--- config.mk ---
export PLATFORM = sky130hd
export DESIGN_NAME = fir_mac_accumulator
export DESIGN_NICKNAME = d
export VERILOG_FILES = /design/src/rtl/fir_pkg.sv /design/src/rtl/fir_mac_accumulator.sv
export SDC_FILE = /design/constraint.sdc
export NUM_CORES = 1
export LEC_CHECK = 0
export BUFFER_PORTS_ARGS = -buffer_cell sky130_fd_sc_hd__buf_2
export CORE_AREA = 2 2 102 104
export DETAILED_ROUTE_END_ITERATION = 8
export DIE_AREA = 0 0 104 106
export PLACE_DENSITY = 0.69
export SYNTH_ARGS = -nofsm -noshare
export SYNTH_HDL_FRONTEND = slang
export SYNTH_SLANG_ARGS = --single-unit
export TNS_END_PERCENT = 1
--- constraint.sdc ---
create_clock -name clk -period 3.14 [get_ports clk]
set_input_delay 0 -clock clk [delete_from_list [all_inputs] [get_ports clk]]
set_output_delay 0 -clock clk [all_outputs]
set_load 0.005 [all_outputs]
--- src/rtl/fir_pkg.sv ---
// Shared FIR definitions: control-bit positions carried through the multiplier
// pipeline and the accumulator width helper.
package fir_pkg;

  localparam int CTRL_VALID = 0;
  localparam int CTRL_LAST  = 1;
  localparam int CTRL_W     = 2;

  // Wide enough that TAPS full-scale products of two width-bit operands never overflow.
  function automatic int acc_width(input int width, input int taps);
    return 2 * width + $clog2(taps);
  endfunction

endpackage

--- src/rtl/fir_mac_accumulator.sv ---
// Sums TAPS consecutive multiplier products into one FIR output sample and
// presents it through a one-entry valid/ready holding register.
module fir_mac_accumulator
  import fir_pkg::*;
#(
  parameter int WIDTH     = 16,
  parameter int TAPS      = 8,
  parameter int OUT_WIDTH = acc_width(WIDTH, TAPS)
) (
  input  logic                 clk,
  input  logic                 rst,
  input  logic [2*WIDTH-1:0]   product,
  input  logic [CTRL_W-1:0]    ctrls,
  output logic [OUT_WIDTH-1:0] out_data,
  output logic                 out_valid,
  input  logic                 out_ready,
  output logic                 overrun,
  output logic                 tap_error
);

  localparam int              CNT_W    = $clog2(TAPS);
  localparam logic [CNT_W-1:0] LAST_TAP = CNT_W'(TAPS - 1);

  logic [OUT_WIDTH-1:0] acc_r;
  logic [CNT_W-1:0]     tap_cnt_r;
  logic [OUT_WIDTH-1:0] sum_s;
  logic                 at_end_s;
  logic                 complete_s;
  logic                 frame_err_s;

  assign at_end_s = (tap_cnt_r == LAST_TAP);

  // Running sum and sample framing; a missing last at the final tap still closes the sample.
  always_comb begin
    sum_s       = acc_r + OUT_WIDTH'(product);
    complete_s  = 1'b0;
    frame_err_s = 1'b0;
    if (ctrls[CTRL_VALID]) begin
      if (ctrls[CTRL_LAST]) begin
        complete_s  = 1'b1;
        frame_err_s = !at_end_s;
      end else begin
        complete_s  = at_end_s;
        frame_err_s = at_end_s;
      end
    end else begin
      complete_s  = 1'b0;
      frame_err_s = 1'b0;
    end
  end

  // Accumulator and tap counter; invalid cycles leave both untouched.
  always_ff @(posedge clk or posedge rst) begin
    if (rst) begin
      acc_r     <= {OUT_WIDTH{1'b0}};
      tap_cnt_r <= {CNT_W{1'b0}};
    end else if (ctrls[CTRL_VALID]) begin
      if (complete_s) begin
        acc_r     <= {OUT_WIDTH{1'b0}};
        tap_cnt_r <= {CNT_W{1'b0}};
      end else begin
        acc_r     <= sum_s;
        tap_cnt_r <= tap_cnt_r + CNT_W'(1);
      end
    end
  end

  // Output holding register plus sticky overrun and framing flags.
  always_ff @(posedge clk or posedge rst) begin
    if (rst) begin
      out_data  <= {OUT_WIDTH{1'b0}};
      out_valid <= 1'b0;
      overrun   <= 1'b0;
      tap_error <= 1'b0;
    end else begin
      if (complete_s) begin
        // A consumer draining the register on this edge frees room for the new sample.
        if (!out_valid || out_ready) begin
          out_data  <= sum_s;
          out_valid <= 1'b1;
        end else begin
          overrun <= 1'b1;
        end
      end else if (out_valid && out_ready) begin
        out_valid <= 1'b0;
      end
      if (frame_err_s) begin
        tap_error <= 1'b1;
      end
    end
  end

endmodule

==> results.ini <==
[sta]
fmax_mhz = 346
max_slew_margin_pct = 44.0
tightest_slew_ps = 839
fin_skew_ps = 9.36
setup_viol = 0
period_needed_ps = 2890
grt_setup_unrepaired = false
min_period_over_period_pct = 92.0
hold_viol = 0
final.setup.tns_ps = 0
hold_ws_ps = 41.0
maxSlewViolCount = 0

[global_route]
antenna_found_initial = 0
grt_util_met1_pct = 26.5
track_usage_pct = 21.1
use_met3_pct = 2.82
grt_overflow = 0
grt_pass1_vias = 3950
grt_first_pass_wirelength_um = 18700
use_met2_pct = 36.5
grt_start_max_net_pins = 52
grt_busiest_layer = met2

[cells_and_area]
drive_gt1_share_pct = 20.5
n_fill_cell = 947
stdcell_area_um2 = 5480
instances_no_fill = 727
areaGrowthSynthToFinish_pct = 16.1
multi_input_area_um2 = 2550
nets = 660
diodes = 0
ff_latch_area_um2 = 1900

[place]
hpwl_um = 8380
place_area_um2 = 5230
io_buffers = 74
routabilityCongestion = 0.896
dp_cells = 710

[die]
die-area_um2 = 11000
die_h_um = 106
start_util_pct = 47.2
die_x_um = 104
fp-row-count = 37
num_io_pins = 75
core_region_area_um2 = 10000

[hold_path]
whs_path_depth = 4
hold_end = tap_error$_DFFE_PP0P_
min_from = ctrls[1]
hp-class = in2reg

[critical_path]
crit_cells = 11
crit_chain = ha_1, inv_1, fa_1, nor2b_1, o211ai_1, a2111oi_2, or2_1, a211o_2, o211ai_2, or3_1, o21ai_0
rr_worst_depth = 11
crit_fanout = 5
cpPeakStageDelay_ps = 410
cp.required_ps = 3430
startpoint_type = flop
regToRegStartpoint = acc_r[0]$_DFFE_PP0P_
endpoint_kind = flop
crit_type = reg2reg
r2r-end = acc_r[32]$_DFFE_PP0P_
worst-path-buf-inv = 1
reg2reg_slack_ps = 250
cp_data_arrival_time_ps = 3180
cp_top_family = compound AO/OA/AOI/OAI gates
cp_slowest_cell = fa_1

[route]
drc = 0
drt_wl_total_um = 11200
drtIter0Drc = 179
final_antenna_net_count = 0
via_per_inst = 5.44
drt-wirelength-per-cell_um = 15.3
vias = 3954
firstDrtPassIters = 4

[logic_synthesis]
synth-main-ff-cell = dfrtp_1
yosys-top-cells-area = dfrtp_1 40%, ha_1 9.3%, o21ai_0 5.7%
syn_area_um2 = 4720
synthDistinctLibCells = 55
synth_top_family_by_area = compound AO/OA/AOI/OAI gates
synth_cells = 517
synthDominantCellAreaShare_pct = 40.3
yosysMostFrequentCell = dfrtp_1
synth.avg_cell_area_um2 = 9.12
synth_xor_xnor_area_share_pct = 5.39
yosys.area_share.simple_pct = 11.7
synth_common_cells = 76 x dfrtp_1, 54 x o21ai_0, 48 x inv_1
synth_top_area_cell = dfrtp_1
ys_async_sr_fraction_pct = 100
ys_warn_count = 0
yosys_register_bits = 76
synth_mux_area_share_pct = 1.41
synth_compound_area_share_pct = 25.7
ys_seq_area_share_pct = 40.3
synth_fa_ha_area_share_pct = 9.71
synth_edf_count = 0
syn-num-nets = 590

[run]
timing.max_cap.violations = 0

[pwr]
clkPwrFrac_pct = 17.8
total_power_mw = 4.84
p_sw_mw = 1.95
p_per_area_nw_per_um2 = 883
switching_share_pct = 40.3
p_int_mw = 2.89
combPwrFrac_pct = 50.1
power.share.sequential_pct = 32.1
leakage_nw = 2.67
peakVddDrop_mv = 0.275

[outcome]
status = finished, final reports clean

[cts]
clock_latency_ps = 370
cts_sinks = 76
cts_setup_buffers = 0
cts-root-buf = clkbuf_8
cts_htree_levels = 3
max-clock-path-buffers = 2
path_clk_slew_ps = 80
cts_tree = built
cts_buffers = 9

logic make-up (layout without fill, tap and decap cells):
kind of cell             after synthesis  in the layout
AO/OA/AOI/OAI                        184            184
XOR/XNOR                              29             29
adder cells (fa/ha/maj)               36             36
buffers and inverters                 71            145
flip-flops                            76             76
multiplexers                           6              6
AND/OR/NAND/NOR                      115            115
how the worst max path moves through the flow:
stage / to / startpoint
after floorplan: acc_r[32]$_DFFE_PP0P_ / acc_r[0]$_DFFE_PP0P_
after global placement: acc_r[32]$_DFFE_PP0P_ / acc_r[0]$_DFFE_PP0P_
after detailed placement: acc_r[32]$_DFFE_PP0P_ / acc_r[0]$_DFFE_PP0P_
after CTS: acc_r[32]$_DFFE_PP0P_ / acc_r[0]$_DFFE_PP0P_
after global routing: out_data[28]$_DFFE_PP0P_ / acc_r[0]$_DFFE_PP0P_
final: acc_r[32]$_DFFE_PP0P_ / acc_r[0]$_DFFE_PP0P_
cell usage in the layout, fill, tap and decap left out, types with 3 or more instances in the layout:
master,n
a21o_1,17
o21ai_0,54
and2_1,5
nor2_1,13
o22ai_1,25
nand3_1,12
o31ai_1,3
a31oi_1,4
nand4_1,5
a211oi_1,4
nand2_1,46
ha_1,35
a21boi_0,3
a21oi_1,30
xnor2_1,16
o211ai_1,3
nor2b_1,10
buf_2,74
a31o_2,6
nor3_1,4
o21bai_1,6
buf_4,5
dfrtp_1,76
or3_1,3
nand2b_1,4
xor2_1,13
inv_1,47
clkbuf_8,11
mux2_2,5
or2_2,6
o21a_1,6
and3_1,3
stage by stage:
stage	util, %	setup slack (ps)
floorplan	-	545
global placement	52.3	281
detailed placement	52.3	75.1
CTS	54.7	38.8
global route	54.8	42.3
finish	54.8	252
worst reg2reg max path: cells and delay by family (launching register included):
family	cells	cell delay (ps)
adders and majority gates	2	600
buffers and inverters	1	70
and+or+nand+nor	3	740
AOI/OAI and AO/OA	5	1040
DFF	1	360
area by class of cell:
cell class	instances	share of cell area, %
multi-input cells	370	46.6
repair buffers	82	8.18
inverters	48	3.29
well taps	136	3.11
clock inverters	4	1.33
clock buffers	11	2.76
flip-flops and latches	76	34.7
routing by layer:
layer	share of wire, %	vias up
met4	2.0	0
met1	45	1874
li1	-	1981
met2	49	85
met3	3.5	14
met5	0	-
flip-flops by register name, summed over array words and instances (netlist names):
register / count
tap_error: 1
acc_r: 35
out_valid: 1
tap_cnt_r: 3
out_data: 35
overrun: 1
power groups by stage:
| stage | combinational [mW] | sequential (mW) | clock [mW] |
|---|---|---|---|
| after floorplan | 1.75 | 1.55 | 0 |
| after global placement | 2.36 | 1.55 | 0 |
| after detailed placement | 2.40 | 1.58 | 0 |
| after CTS | 2.42 | 1.56 | 0.882 |
| after global routing | 2.71 | 1.60 | 0.919 |
| final | 2.43 | 1.55 | 0.861 |
repair_timing:
action                                  in CTS  in global routing
hold buffers                                 2                  0
hold endpoints to repair                    37                  0
endpoints found under the setup margin       0                  9
gates resized for setup                      0                  2
(Power assumes the default switching activity.)
